[src/rtl/image_sender_pkg.sv]
// Shared types and constants for the image_sender frame-dump engine.
package image_sender_pkg;

  typedef enum logic [2:0] {
    RDY          = 3'd0,
    READ         = 3'd1,
    WAIT_READ    = 3'd2,
    CONVERT      = 3'd3,
    WAIT_CONVERT = 3'd4,
    SEND         = 3'd5,
    WAIT_SEND    = 3'd6,
    DONE         = 3'd7
  } state_t;

  // Byte order of one pixel record on the UART
  localparam int RED             = 0;
  localparam int GREEN           = 1;
  localparam int BLUE            = 2;
  localparam int HCNT            = 3;
  localparam int VCNT            = 4;
  localparam int BYTES_PER_PIXEL = 5;

endpackage

[src/rtl/image_sender_convert.sv]
// Raw 10-bit pixel to R/G/B bytes. Simple ramp mapping; swappable for a Bayer converter.
module image_sender_convert (
  input  logic [9:0] raw,
  output logic [7:0] red,
  output logic [7:0] green,
  output logic [7:0] blue
);

  logic unused_raw_hi;

  assign unused_raw_hi = ^raw[9:8];
  assign red           = raw[7:0];
  assign green         = red + 8'd1;
  assign blue          = red + 8'd2;

endmodule

[src/rtl/image_sender.sv]
// Frame-dump engine: reads WIDTH*HEIGHT pixels from SDRAM FIFO 2 and streams
// each as a 5-byte record (R, G, B, H_cont, V_cont) over a byte-wide UART.
module image_sender
  import image_sender_pkg::*;
#(
  parameter int WIDTH  = 640,
  parameter int HEIGHT = 480
) (
  input  logic       clk,
  input  logic       rst_n,
  input  logic [9:0] sdram_rd2_data,
  output logic       sdram_rd2_clk,
  output logic       sdram_rd2_load,
  output logic       rdy,
  input  logic       en,
  output logic [7:0] tx_data,
  output logic       tx_enable,
  output logic       tx_clk,
  output logic       ld_tx_data,
  input  logic       tx_empty,
  output logic       READ_Request,
  output logic       VGA_HS,
  output logic       VGA_VS
);

  state_t      state, state_nxt;
  logic [2:0]  idx;
  logic [15:0] h_cont, v_cont;
  logic        frame_done;
  logic [9:0]  raw;
  logic [7:0]  red, green, blue;
  logic [7:0]  red_c, green_c, blue_c;
  logic [7:0]  byte_sel;
  logic        byte_ld, pix_end, h_wrap, v_wrap;

  image_sender_convert u_convert (
    .raw   (raw),
    .red   (red_c),
    .green (green_c),
    .blue  (blue_c)
  );

  assign sdram_rd2_clk = clk;
  assign tx_clk        = clk;
  assign rdy           = (state == RDY);
  assign READ_Request  = (state == READ);
  assign tx_enable     = (state != RDY) && (state != DONE);
  assign VGA_VS        = tx_enable;

  assign byte_ld = (state == SEND) && (idx < 3'(BYTES_PER_PIXEL));
  assign pix_end = (state == SEND) && (idx == 3'(BYTES_PER_PIXEL));
  assign h_wrap  = (h_cont == 16'(WIDTH - 1));
  assign v_wrap  = (v_cont == 16'(HEIGHT - 1));
  // Line sync pulses low only on the record that finishes a line
  assign VGA_HS  = !(pix_end && h_wrap);

  always_ff @(posedge clk or negedge rst_n) begin
    if (!rst_n) state <= RDY;
    else        state <= state_nxt;
  end

  always_comb begin
    state_nxt = state;
    case (state)
      RDY:          if (en) state_nxt = READ;
      READ:         state_nxt = frame_done ? DONE : WAIT_READ;
      WAIT_READ:    state_nxt = CONVERT;
      CONVERT:      state_nxt = WAIT_CONVERT;
      WAIT_CONVERT: state_nxt = SEND;
      SEND:         state_nxt = byte_ld ? WAIT_SEND : READ;
      WAIT_SEND:    if (tx_empty) state_nxt = SEND;
      DONE:         state_nxt = RDY;
      default:      state_nxt = RDY;
    endcase
  end

  always_comb begin
    byte_sel = 8'd0;
    case (idx)
      3'(RED):   byte_sel = red;
      3'(GREEN): byte_sel = green;
      3'(BLUE):  byte_sel = blue;
      3'(HCNT):  byte_sel = h_cont[7:0];
      3'(VCNT):  byte_sel = v_cont[7:0];
      default:   byte_sel = 8'd0;
    endcase
  end

  always_ff @(posedge clk or negedge rst_n) begin
    if (!rst_n) begin
      h_cont         <= '0;
      v_cont         <= '0;
      idx            <= '0;
      frame_done     <= 1'b0;
      raw            <= '0;
      red            <= '0;
      green          <= '0;
      blue           <= '0;
      tx_data        <= '0;
      ld_tx_data     <= 1'b0;
      sdram_rd2_load <= 1'b0;
    end else begin
      ld_tx_data     <= 1'b0;
      sdram_rd2_load <= (state == RDY) && en;
      if (state == READ && frame_done) frame_done <= 1'b0;
      if (state == WAIT_READ) raw <= sdram_rd2_data;
      if (state == WAIT_CONVERT) begin
        red   <= red_c;
        green <= green_c;
        blue  <= blue_c;
      end
      if (byte_ld) begin
        tx_data    <= byte_sel;
        ld_tx_data <= 1'b1;
        idx        <= idx + 3'd1;
      end
      if (pix_end) begin
        idx <= '0;
        if (!h_wrap) begin
          h_cont <= h_cont + 16'd1;
        end else begin
          h_cont <= '0;
          if (v_wrap) begin
            v_cont     <= '0;
            frame_done <= 1'b1;
          end else begin
            v_cont <= v_cont + 16'd1;
          end
        end
      end
    end
  end

endmodule

[config.mk]
export PLATFORM = sky130hd
export DESIGN_NAME = image_sender
export DESIGN_NICKNAME = d
export VERILOG_FILES = /design/src/rtl/image_sender_pkg.sv /design/src/rtl/image_sender_convert.sv /design/src/rtl/image_sender.sv
export SDC_FILE = /design/constraint.sdc
export NUM_CORES = 1
export LEC_CHECK = 0
export ABC_AREA = 1
export BUFFER_PORTS_ARGS = -buffer_cell sky130_fd_sc_hd__buf_2
export CORE_MARGIN = 2
export CORE_UTILIZATION = 36
export DETAILED_ROUTE_END_ITERATION = 10
export SYNTH_ARGS = -nofsm -noshare
export SYNTH_HDL_FRONTEND = slang
export SYNTH_SLANG_ARGS = --single-unit
[constraint.sdc]
create_clock -name clk -period 2.72 [get_ports clk]
set_input_delay 0 -clock clk [delete_from_list [all_inputs] [get_ports clk]]
set_output_delay 0 -clock clk [all_outputs]
set_load 0.02 [all_outputs]
# After elaboration in Yosys (flattened, before gate mapping)
# Cells that the tools add are included.
# Widths: inputs -> output; s select.
[totals]
reg_bits = 81
inputBits = 14
output_inout_bits = 17
wordCells = 63
[classes]
n_addsub = 5
magnitude_cmp = 1
eq_ne = 17
muxes = 15
reduce_logical = 13
[op_table]
columns = ["cell", "count"]
rows = [
  ["$pmux 8 s5", 1],
  ["$add 16x1->16 const B", 2],
  ["$mux 16", 2],
  ["$pmux 3 s8", 1],
  ["$eq 3x3->1 const B", 6],
  ["$mux 3", 6],
  ["$eq 16x10->1 const B", 1],
  ["$eq 16x9->1 const B", 1],
  ["$eq 3x2->1 const B", 4],
  ["$add 8x1->8 const B", 1],
  ["$add 8x2->8 const B", 1],
  ["$eq 3x1->1 const B", 2],
  ["$logic_and 1x1->1", 6],
  ["$logic_not 3->1", 2],
  ["$mux 1", 5],
  ["$reduce_and 2->1", 2],
  ["$add 3x1->3 const B", 1],
  ["$lt 3x3->1 const B", 1],
  ["$ne 3x3->1 const B", 1],
  ["$reduce_bool 3->1", 1],
  ["$ne 2x1->1 const B", 1],
  ["$ne 2x2->1 const B", 1],
  ["$reduce_bool 2->1", 1],
  ["$logic_not 1->1", 1],
]

# Logic depth before layout (Yosys ltp)
# Gate-level depths: netlist of run 1.
[depth]
ltp_word = 6
mapped_depth = 10
depth_no_buf = 10

# Cells and area by module
# From an unflattened synthesis of run 1, not the netlist that was laid out.
[hier_totals]
hier_cells = 587
area_unflattened_um2 = 4752.1
[by_module_without_submodules]
columns = ["module", "instances", "cells_per_inst", "area_each_um2", "seq_area_each_um2"]
rows = [
  ["image_sender", 1, 535, 4445.5, 2077.0],
  ["image_sender_convert", 1, 52, 306.5, 0.0],
]

==> results of run 1 <==
-- flip-flops by register name (all words and copies together), names as in the netlist --
name and count:
h_cont 16, v_cont 16, green 8, raw 8
red 8, tx_data 8, blue 7, idx 3
state 3, frame_done 1, ld_tx_data 1, sdram_rd2_load 1
-- cell families after synthesis --
kind of cell             Yosys count  synth area share, %
flip-flops                        80                 43.6
buffers and inverters             81                 7.76
multiplexers                       2                0.490
XOR/XNOR                          14                 2.67
adder cells (fa/ha/maj)            9                 2.45
AND/OR/NAND/NOR                  361                 34.0
AO/OA/AOI/OAI                     73                 9.07
-- cell usage after synthesis, drive strengths merged, types with 3 or more instances --
cell type	number	area share, %
o21bai	4	0.74
ha	9	2.5
o211ai	3	0.49
o22ai	4	0.54
xor2	12	2.3
nor2	74	7.1
o21ai	45	5.2
dfrtp	80	44
nand4	16	2.2
inv	64	5.2
nand2	223	18
a21oi	12	1.3
nand3	44	5.7
buf	17	2.5
nor3	4	0.54
-- per-layer routing --
layer  track usage, %  wire (um)  vias to the layer above
met2             26.2       4920                       81
met3             4.84        422                       12
li1                 -          -                     2050
met4             6.82        164                        0
met1             22.8       5200                     1900
met5                0          0                        -
-- path summary, 6_finish.rpt --
| kind | start | endpoint | slack [ns] | cells after the start |
|---|---|---|---|---|
| min reg2reg | red[0] | red[0] | 0.47 | 2 |
| min in group clk | sdram_rd2_data[0] | raw[0] | 0.31 | 3 |
| max | idx[1] | VGA_HS | 0.54 | 7 |
| max reg2reg | idx[1] | v_cont[13] | 0.82 | 8 |
| min | rst_n | h_cont[9] | 0.25 | 2 |
| max in group asynchronous | rst_n | v_cont[11] | 1.79 | 2 |
-- per-stage QoR --
step	hold WS (ns)	total power, mW	worst slack (ns)
2_1_floorplan	-0.296	2.91	1.23
3_3_place_gp	0.134	3.24	0.917
3_5_place_dp	0.134	3.29	0.876
4_1_cts	0.290	4.88	0.512
5_1_grt	0.318	5.16	0.400
6_report	0.247	4.82	0.535
-- area by class of cell --
cell class	instances	area share, %
Multi-Input combinational cell	459	41.7
Sequential cell	80	37.3
Clock buffer	17	6.76
Timing Repair Buffer	39	4.80
Inverter	64	4.48
Tap cell	172	4.01
Clock inverter	4	0.979
-- power breakdown --
part           total, mW  internal (mW)  switching (mW)
registers           1.81           1.53           0.277
clock network       1.61           1.03           0.578
logic               1.41          0.489           0.921
total               4.82           3.05            1.77
-- worst max-delay path, cell delays in order (launching register included) --
cell and delay [ns]:
sky130_fd_sc_hd__dfrtp_1 0.41, sky130_fd_sc_hd__inv_1 0.13, sky130_fd_sc_hd__ha_1 0.19, sky130_fd_sc_hd__nand2_1 0.11, sky130_fd_sc_hd__nor2_4 0.29, sky130_fd_sc_hd__buf_4 0.26, sky130_fd_sc_hd__nand3_2 0.14, sky130_fd_sc_hd__buf_2 0.19
==> results_tabular.tex, run 1 <==
\begin{tabular}{lr}
\hline
Metric & Value \\
\hline
\multicolumn{2}{l}{\textbf{Final layout}} \\
Number of filler cells placed in the layout & 1,292 \\
Commonest non-fill, non-tap cells in the layout & sky130\_fd\_sc\_hd\_\_nand2\_1, sky130\_fd\_sc\_hd\_\_dfrtp\_1, sky130\_fd\_sc\_hd\_\_nor2\_1 \\
Area of the multi-input gates & 2230 um2 \\
Post-route core utilization & 42.9\% \\
Area grow syn2layout & 16.8\% \\
Most frequent standard cell in the layout excluding fill and tap cells & sky130\_fd\_sc\_hd\_\_nand2\_1 \\
Cell area after layout & 5370 um2 \\
Ratio of cells with drive above 1 in the final layout & 11.9\% \\
Sequential standard cell area & 2000 um2 \\
Diode insertion count for antenna repair & 0 \\
Final nets & 682 \\
Post-route non-filler standard cell count & 835 \\
\multicolumn{2}{l}{\textbf{Routing}} \\
First-pass detailed-route iteration total & 5 \\
Via density per instance & 4.84 \\
Average detailed-routed wire length per instance & 12.8 um \\
DRC & 0 \\
Number of vias after detailed routing & 4,043 \\
DRC violation total after the first TritonRoute iteration & 322 \\
Routed wire length & 10.7 mm \\
Number of nets with antenna violations after detailed routing & 0 \\
\multicolumn{2}{l}{\textbf{STA}} \\
Hold Vio Cnt, Final & 0 \\
Share of the cycle needed by the critical path after routing & 80.3\% \\
Worst-margin pin slew & 1.02 ns \\
Unrepaired setup endpoints after global routing & no \\
Final min period & 2.18 ns \\
Endpoints failing setup & 0 \\
Max-slew headroom at the worst pin & 31.7\% \\
Post-Route Setup TNS & 0 ns \\
Layout Skew & 0.00751 ns \\
Pins Over Slew Limit & 0 \\
Peak clock frequency supported by timing & 0.458 GHz \\
\multicolumn{2}{l}{\textbf{Logic synthesis}} \\
Number of library cell types mapped by synthesis & 34 \\
Register bit total from synthesis & 80 \\
Netlist area before placement & 4590 um2 \\
Syn Inst Count & 620 \\
Sequential cell area fraction in the yosys report & 43.6\% \\
Share of synthesized registers carrying an async set or reset & 100\% \\
Count of flip-flops with a built-in enable after synthesis & 0 \\
Nets in the synthesized netlist & 643 \\
Number of warning messages in the yosys log & 0 \\
Prevailing post-synth register cell & sky130\_fd\_sc\_hd\_\_dfrtp\_1 \\
Synthesized area per cell & 7.41 um2 \\
\multicolumn{2}{l}{\textbf{Die}} \\
Overall die width & 117 um \\
Number of core rows & 41 \\
Starting Density & 36.7\% \\
Count of boundary I/O pins & 31 \\
Die area & 13,700 um2 \\
Area of the core & 12,500 um2 \\
Overall die height & 117 um \\
\multicolumn{2}{l}{\textbf{Placement}} \\
Port Buffers & 28 \\
Post-detail-place hpwl & 7.66 mm \\
Total instance count after detailed placement & 805 \\
Final weighted congestion in routability-driven placement & 0.867 \\
Instance area after placement & 4850 um2 \\
\multicolumn{2}{l}{\textbf{Setup path}} \\
Worst EP arrival & 2.18 ns \\
Element type at the critical path end & primary output \\
WS Path Type & flip-flop to primary output \\
Startpoint Class & flip-flop \\
WP data required & 2.72 ns \\
Crit-path max FO & 12 \\
\multicolumn{2}{l}{\textbf{Clock tree}} \\
Clk slew on worst S/H paths & 0.06 ns \\
Source-to-sink clock delay at the later pin of the worst-skew pair & 0.46 ns \\
CTS Hold Bufs & 11 \\
Post-cts sizing count & 0 \\
Number of setup buffers added after CTS & 0 \\
Clock tree from TritonCTS & built \\
\multicolumn{2}{l}{\textbf{Global route}} \\
Vias in the first global route & 3,782 \\
Overall global routing resource usage & 17.1\% \\
Initial antenna violation count & 0 \\
Total global routing overflow & 0 \\
Maximum number of pins on one net before global-route repair & 81 \\
Wire length of the first global-routing pass & 18.0 mm \\
\multicolumn{2}{l}{\textbf{Run}} \\
Max-cap violations & 0 \\
\multicolumn{2}{l}{\textbf{Outcome}} \\
Run status & finished, final reports clean \\
\multicolumn{2}{l}{\textbf{Power}} \\
Maximum ir drop on the vdd rail & 0.672 mV \\
Pleak & 2.59 nW \\
Total power density per cell area & 899 nW/um2 \\
\multicolumn{2}{l}{\textbf{Hold path}} \\
Class of the most critical hold timing path & input port to asynchronous set/reset pin \\
\hline
\end{tabular}
No activity file was read; power rests on OpenSTA's default activity.
==> inputs of run 2 (changes only) <==
==> constraint.sdc (replaced) <==
create_clock -name clk -period 2.2 [get_ports clk]
set_input_delay 0 -clock clk [delete_from_list [all_inputs] [get_ports clk]]
set_output_delay 0 -clock clk [all_outputs]
set_load 0.02 [all_outputs]
==> results_tabular.tex, run 2 (same netlist as run 1, synthesis figures left out) <==
\begin{tabular}{lr}
\hline
Metric & Value \\
\hline
\multicolumn{2}{l}{\textbf{Outcome}} \\
Run status & finished, final reports clean \\
\multicolumn{2}{l}{\textbf{Routing}} \\
Routed wire length & 10.9 mm (+1.9\%) \\
Routed length on met3 & 463 um (+9.7\%) \\
First-pass detailed-route iteration total & 4 (-1) \\
Met1 wire length & 5.24 mm (+0.65\%) \\
Number of vias after detailed routing & 4,052 (+0.22\%) \\
DRC violation total after the first TritonRoute iteration & 367 (+14\%) \\
Met2 Wirelength & 5.04 mm (+2.3\%) \\
Top routing layer used & met4 \\
Number of nets with antenna violations after detailed routing & 0 (unchanged) \\
Via density per instance & 4.81 (-0.61\%) \\
Average detailed-routed wire length per instance & 13.0 um (+1.0\%) \\
DRC & 0 (unchanged) \\
\multicolumn{2}{l}{\textbf{STA}} \\
Hold Worst Slack & 0.0598 ns (-0.188 ns) \\
Peak clock frequency supported by timing & 0.497 GHz \\
Max-slew headroom at the worst pin & 64.2\% (+33 points) \\
Layout Skew & 0.00849 ns (+0.000975 ns) \\
Unrepaired setup endpoints after global routing & no \\
Post-route worst setup slack & 0.188 ns (-0.348 ns) \\
Share of the cycle needed by the critical path after routing & 91.5\% \\
Worst-margin pin slew & 0.535 ns (-0.490 ns) \\
Final min period & 2.01 ns \\
Pins Over Slew Limit & 0 (unchanged) \\
Post-Route Setup TNS & 0 ns (unchanged) \\
Endpoints failing setup & 0 (unchanged) \\
Hold Vio Cnt, Final & 0 (unchanged) \\
\multicolumn{2}{l}{\textbf{Die}} \\
Area of the core & 12,500 um2 (unchanged) \\
Count of boundary I/O pins & 31 (unchanged) \\
Overall die height & 117 um (unchanged) \\
Die area & 13,700 um2 (unchanged) \\
Number of core rows & 41 (unchanged) \\
Starting Density & 36.7\% (unchanged) \\
Overall die width & 117 um (unchanged) \\
\multicolumn{2}{l}{\textbf{Placement}} \\
Port Buffers & 28 (unchanged) \\
Post-placement worst setup slack & 0.404 ns (-0.472 ns) \\
Instance area after placement & 4910 um2 (+1.2\%) \\
Final weighted congestion in routability-driven placement & 0.887 (+2.2\%) \\
Post-detail-place hpwl & 7.94 mm (+3.7\%) \\
Total instance count after detailed placement & 811 (+0.75\%) \\
\multicolumn{2}{l}{\textbf{Hold path}} \\
Class of the most critical hold timing path & input port to asynchronous set/reset pin \\
\multicolumn{2}{l}{\textbf{Final layout}} \\
Post-route non-filler standard cell count & 842 (+0.84\%) \\
Cell area after layout & 5400 um2 (+0.65\%) \\
Number of filler cells placed in the layout & 1,282 (-0.77\%) \\
Post-route core utilization & 43.1\% (+0.28 points) \\
Most frequent standard cell in the layout excluding fill and tap cells & sky130\_fd\_sc\_hd\_\_nand2\_1 \\
Area grow syn2layout & 17.6\% \\
Commonest non-fill, non-tap cells in the layout & sky130\_fd\_sc\_hd\_\_nand2\_1, sky130\_fd\_sc\_hd\_\_dfrtp\_1, sky130\_fd\_sc\_hd\_\_nor2\_1 \\
Final nets & 688 (+0.88\%) \\
Registers with the most flip-flops & h\_cont: 16 flops, v\_cont: 16 flops \\
Ratio of cells with drive above 1 in the final layout & 12.7\% (+0.77 points) \\
Diode insertion count for antenna repair & 0 (unchanged) \\
\multicolumn{2}{l}{\textbf{Clock tree}} \\
Post-cts sizing count & 0 (unchanged) \\
Source-to-sink clock delay at the later pin of the worst-skew pair & 0.46 ns (about the same) \\
Clock tree from TritonCTS & built \\
Clk slew on worst S/H paths & 0.06 ns (about the same) \\
\multicolumn{2}{l}{\textbf{Power}} \\
Total power consumption of the routed design & 5.89 mW (+22\%) \\
Maximum ir drop on the vdd rail & 0.630 mV (-6.2\%) \\
Total power density per cell area & 1090 nW/um2 (+21\%) \\
Pleak & 2.61 nW (+0.84\%) \\
\multicolumn{2}{l}{\textbf{Setup path}} \\
Worst-path cell with the longest stage delay & sky130\_fd\_sc\_hd\_\_dfrtp\_1 \\
Worst EP arrival & 2.01 ns (-0.17 ns) \\
WP data required & 2.20 ns (-0.52 ns) \\
Element type at the critical path end & primary output \\
Startpoint Class & flip-flop \\
Largest stage delay on the critical path & 0.40 ns (about the same) \\
Crit-path max FO & 12 (unchanged) \\
CP cell instances & inv\_1, ha\_1, nand2\_1, nor2\_4, buf\_4, nand3\_2, buf\_2 \\
WS Path Type & flip-flop to primary output \\
\multicolumn{2}{l}{\textbf{Global route}} \\
Total global routing overflow & 0 (unchanged) \\
Maximum number of pins on one net before global-route repair & 46 (-43\%) \\
Vias in the first global route & 3,906 (+3.3\%) \\
Overall global routing resource usage & 17.9\% (+0.81 points) \\
Initial antenna violation count & 0 (unchanged) \\
Wire length of the first global-routing pass & 18.8 mm (+4.5\%) \\
\multicolumn{2}{l}{\textbf{Run}} \\
Max-cap violations & 0 (unchanged) \\
\hline
\end{tabular}
[run 2: cell types whose count changed in the layout (fill, tap and decap cells not counted), sizes merged]
cell,change
buf,+6
bufinv,-1
clkinv,+2
[run 2: final cells by class]
| class | instances | area, um2 | area share, % |
|---|---|---|---|
| clock inverters | 5 | 40.0 | 0.741 |
| repair buffers | 45 | 315 | 5.84 |
| inverters | 64 | 240 | 4.45 |
| flip-flops and latches | 80 | 2000 | 37.1 |
| multi-input cells | 459 | 2230 | 41.4 |
| well taps | 172 | 215 | 3.99 |
| clock buffers | 17 | 353 | 6.53 |
[run 2: where the power goes]
group	internal, mW	switching (mW)	total [mW]
Combinational	0.632	1.15	1.79
Sequential	1.89	0.333	2.22
Clock	1.14	0.744	1.88
Total	3.66	2.23	5.89
[run 2: worst paths after layout]
check	start	endpoint	slack, ns	cells past startpoint
hold reg to reg	tx_data[6]	tx_data[6]	0.47	2
hold / removal	rst_n	h_cont[10]	0.06	2
setup reg to reg	state[1]	idx[1]	0.40	6
min in group clk	sdram_rd2_data[0]	raw[0]	0.30	3
max in group asynchronous	rst_n	v_cont[5]	1.53	3
setup / recovery	idx[1]	VGA_HS	0.19	7
[run 2: metal layers]
| layer | vias to the layer above | track usage, % |
|---|---|---|
| met5 | - | 0 |
| met4 | 0 | 8.00 |
| met3 | 11 | 5.92 |
| met2 | 70 | 27.5 |
| met1 | 1904 | 23.0 |
| li1 | 2067 | - |
[run 2: timing repair]
| item | CTS | global route |
|---|---|---|
| hold buffers | 11 | 0 |
| hold endpoints to repair | 91 | 0 |
| setup buffers | 0 | 0 |
[run 2: worst max-delay path, delay by kind of cell (launching register included)]
family,cells,cell delay (ns)
fa+ha+maj,1,0.19
flops,1,0.40
buf+inv,3,0.53
simple gates,3,0.44
==> inputs of run 3 (changes only) <==
--- a/config.mk
+++ b/config.mk
@@ -5,7 +5,6 @@
 export SDC_FILE = /design/constraint.sdc
 export NUM_CORES = 1
 export LEC_CHECK = 0
-export ABC_AREA = 1
 export BUFFER_PORTS_ARGS = -buffer_cell sky130_fd_sc_hd__buf_2
 export CORE_MARGIN = 2
 export CORE_UTILIZATION = 36
==> results_tabular.tex, run 3 <==
\begin{tabular}{lr}
\hline
Metric & Value \\
\hline
\multicolumn{2}{l}{\textbf{Outcome}} \\
Run status & finished, final reports clean \\
\multicolumn{2}{l}{\textbf{Logic synthesis}} \\
Cell type contributing the most total cell area after synthesis & sky130\_fd\_sc\_hd\_\_dfrtp\_1 \\
Syn Inst Count & 412 (-34\%) \\
Prevailing post-synth register cell & sky130\_fd\_sc\_hd\_\_dfrtp\_1 \\
Synthesized area per cell & 10.3 um2 (+40\%) \\
Share of synthesized registers carrying an async set or reset & 100\% (unchanged) \\
Number of warning messages in the yosys log & 0 (unchanged) \\
Nets in the synthesized netlist & 435 (-32\%) \\
Synth top cells by count & sky130\_fd\_sc\_hd\_\_dfrtp\_1, sky130\_fd\_sc\_hd\_\_nand2\_1, sky130\_fd\_sc\_hd\_\_nor2\_1 \\
Most used standard cell by instance count after synthesis & sky130\_fd\_sc\_hd\_\_dfrtp\_1 \\
Top-area cell type share of the netlist area & 46.9\% (+3.4 points) \\
Number of library cell types mapped by synthesis & 55 (+62\%) \\
Count of flip-flops with a built-in enable after synthesis & 0 (unchanged) \\
Register bit total from synthesis & 80 (unchanged) \\
Netlist area before placement & 4260 um2 (-7.2\%) \\
Ranking of synthesized cells by area & sky130\_fd\_sc\_hd\_\_dfrtp\_1, sky130\_fd\_sc\_hd\_\_mux2\_2, sky130\_fd\_sc\_hd\_\_xnor2\_1 \\
Sequential cell area fraction in the yosys report & 46.9\% (+3.4 points) \\
\multicolumn{2}{l}{\textbf{Run}} \\
Max-cap violations & 0 (unchanged) \\
\multicolumn{2}{l}{\textbf{Final layout}} \\
Area grow syn2layout & 20.3\% \\
Diode insertion count for antenna repair & 0 (unchanged) \\
Number of filler cells placed in the layout & 1,090 (-15\%) \\
Most frequent standard cell in the layout excluding fill and tap cells & sky130\_fd\_sc\_hd\_\_dfrtp\_1 \\
Post-route core utilization & 44.7\% (+1.6 points) \\
Registers with the most flip-flops & h\_cont: 16 flops, v\_cont: 16 flops \\
Commonest non-fill, non-tap cells in the layout & sky130\_fd\_sc\_hd\_\_dfrtp\_1, sky130\_fd\_sc\_hd\_\_nand2\_1, sky130\_fd\_sc\_hd\_\_buf\_2 \\
Ratio of cells with drive above 1 in the final layout & 24.5\% (+12 points) \\
Sequential standard cell area & 2000 um2 (unchanged) \\
Area of the multi-input gates & 2060 um2 (-7.7\%) \\
Final nets & 488 (-29\%) \\
\multicolumn{2}{l}{\textbf{Routing}} \\
Via density per instance & 5.55 (+15\%) \\
Routed wire length & 9.97 mm (-8.6\%) \\
Number of vias after detailed routing & 3,403 (-16\%) \\
DRC violation total after the first TritonRoute iteration & 171 (-53\%) \\
DRC & 0 (unchanged) \\
Average detailed-routed wire length per instance & 16.3 um (+26\%) \\
Number of nets with antenna violations after detailed routing & 0 (unchanged) \\
First-pass detailed-route iteration total & 5 (+1) \\
\multicolumn{2}{l}{\textbf{Setup path}} \\
Worst R2R Setup Slack & 0.11 ns (-0.29 ns) \\
Worst flop-to-flop path endpoint & h\_cont[13] \\
Startpoint Class & flip-flop \\
Crit-path max FO & 6 (-6) \\
Worst setup path endpoint & h\_cont[13] \\
Critical path startpoint & idx[1] \\
CP cell instances & inv\_1, ha\_1, nand2\_2, or4\_4, nor3\_1, mux2\_2 \\
WS Path Type & flip-flop to flip-flop \\
Source of the worst register-to-register timing path & idx[1] \\
Element type at the critical path end & flip-flop \\
WP data required & 2.54 ns (+0.34 ns) \\
Largest stage delay on the critical path & 0.56 ns (+0.16 ns) \\
Depth of the most critical reg-to-reg path & 6 (unchanged) \\
Worst-path cell with the longest stage delay & sky130\_fd\_sc\_hd\_\_or4\_4 \\
Worst EP arrival & 2.43 ns (+0.42 ns) \\
\multicolumn{2}{l}{\textbf{Die}} \\
Overall die width & 113 um (-3.5\%) \\
Starting Density & 37.2\% (+0.49 points) \\
Overall die height & 113 um (-3.5\%) \\
Number of core rows & 39 (-4.9\%) \\
Count of boundary I/O pins & 31 (unchanged) \\
Area of the core & 11,500 um2 (-8.4\%) \\
Die area & 12,700 um2 (-6.9\%) \\
\multicolumn{2}{l}{\textbf{Clock tree}} \\
Source-to-sink clock delay at the later pin of the worst-skew pair & 0.46 ns (about the same) \\
Clock tree from TritonCTS & built \\
Clk slew on worst S/H paths & 0.07 ns (about the same) \\
\multicolumn{2}{l}{\textbf{STA}} \\
Hold Vio Cnt, Final & 0 (unchanged) \\
Unrepaired setup endpoints after global routing & no \\
Endpoints failing setup & 0 (unchanged) \\
Pins Over Slew Limit & 0 (unchanged) \\
Worst-margin pin slew & 0.574 ns (+0.0397 ns) \\
Max-slew headroom at the worst pin & 61.7\% (-2.5 points) \\
Peak clock frequency supported by timing & 0.478 GHz (-3.8\%) \\
Share of the cycle needed by the critical path after routing & 95.1\% (+3.6 points) \\
Layout Skew & 0.0110 ns (+0.00256 ns) \\
Final min period & 2.09 ns (+0.0800 ns) \\
Post-route worst setup slack & 0.108 ns (-0.0800 ns) \\
Post-Route Setup TNS & 0 ns (unchanged) \\
\multicolumn{2}{l}{\textbf{Power}} \\
Maximum ir drop on the vdd rail & 0.965 mV (+53\%) \\
Pleak & 2.18 nW (-17\%) \\
Total power density per cell area & 1210 nW/um2 (+11\%) \\
\multicolumn{2}{l}{\textbf{Global route}} \\
Overall global routing resource usage & 16.7\% (-1.1 points) \\
Initial antenna violation count & 0 (unchanged) \\
Maximum number of pins on one net before global-route repair & 45 (-2.2\%) \\
Vias in the first global route & 3,386 (-13\%) \\
Wire length of the first global-routing pass & 16.8 mm (-10\%) \\
Total global routing overflow & 0 (unchanged) \\
\multicolumn{2}{l}{\textbf{Placement}} \\
Post-detail-place hpwl & 7.06 mm (-11\%) \\
Final weighted congestion in routability-driven placement & 0.849 (-4.3\%) \\
Port Buffers & 28 (unchanged) \\
Post-placement worst setup slack & 0.128 ns (-0.276 ns) \\
\multicolumn{2}{l}{\textbf{Hold path}} \\
Class of the most critical hold timing path & input port to asynchronous set/reset pin \\
\hline
\end{tabular}
[run 3: changes by cell type after synthesis, moves of 7 or more]
cell                       previous run  this run
sky130_fd_sc_hd__nand3_1             37        17
sky130_fd_sc_hd__mux2_2               2        20
sky130_fd_sc_hd__a22o_1               0         8
sky130_fd_sc_hd__o21ai_0             32        20
sky130_fd_sc_hd__a222oi_1             0         7
sky130_fd_sc_hd__a21oi_1             12        22
sky130_fd_sc_hd__clkbuf_1             0        14
sky130_fd_sc_hd__nor2_1              65        23
sky130_fd_sc_hd__inv_1               60        19
sky130_fd_sc_hd__xnor2_1              2        13
sky130_fd_sc_hd__nand2_1            221        28
sky130_fd_sc_hd__a211oi_1             0         8
sky130_fd_sc_hd__a22oi_1              1         8
[run 3: repair_timing]
| action | in CTS | in global routing |
|---|---|---|
| hold endpoints to repair | 53 | 0 |
| resized for setup | 0 | 1 |
| endpoints found under the setup margin | 1 | 3 |
| pin swaps | 1 | 1 |
| setup buffers | 1 | 3 |
| hold buffers | 11 | 0 |
[run 3: kinds of logic after synthesis]
group	synth area share, %
muxes	6.25
DFF	46.9
adders and majority gates	2.64
and+or+nand+nor	20.3
xor gates and xnor gates	5.13
AOI/OAI and AO/OA	13.8
buffers and inverters	4.99
[run 3: worst min-delay path by stage]
stage                     startpoint         end  slack [ns]  cells after the start
after detailed placement       rst_n  h_cont[15]        0.04                      1
after global placement         rst_n  h_cont[13]        0.04                      1
after global routing           rst_n  h_cont[11]        0.16                      2
after CTS                      rst_n  h_cont[11]        0.11                      2
after floorplan                rst_n     blue[1]       -0.30                      0
final                          rst_n  h_cont[11]        0.09                      2
[run 3: area by class of cell]
type                       instances  area share [%]
clock buffer                      17            6.68
tap                              143            3.49
inverter                          19            1.39
timing repair buffer              62            8.39
multi-input combinational        287            40.2
sequential                        80            39.0
clock inverter                     5           0.805
[run 3: per-layer routing]
metal	global-route usage, %	wire (um)	up-vias
li1	-	-	1624
met1	21.8	4450	1677
met3	2.84	420	18
met5	0	0	-
met4	8.94	237	0
met2	26.8	4870	84
[run 3: metrics by stage]
step                std cells  hold slack [ns]  instance area [um2]  power [mW]
floorplan                 412           -0.296                 4260        3.91
global placement          578           0.0369                 4610        4.42
detailed placement        578           0.0412                 4610        4.48
CTS                       610            0.110                 5100        6.29
global route              613            0.160                 5130        6.63
finish                    613           0.0883                 5130        6.21
[run 3: power breakdown]
part | internal [mW] | leakage [nW] | switching, mW
Combinational | 0.953 | 0.979 | 1.11
Sequential | 1.90 | 1.02 | 0.408
Clock | 1.11 | 0.184 | 0.733
[run 3: worst max-delay path: cells and delay by family (launching register included)]
kind | cells | cell delay [ns]
flops | 1 | 0.43
mux | 1 | 0.35
buf+inv | 1 | 0.10
fa+ha+maj | 1 | 0.20
simple gates | 3 | 0.90
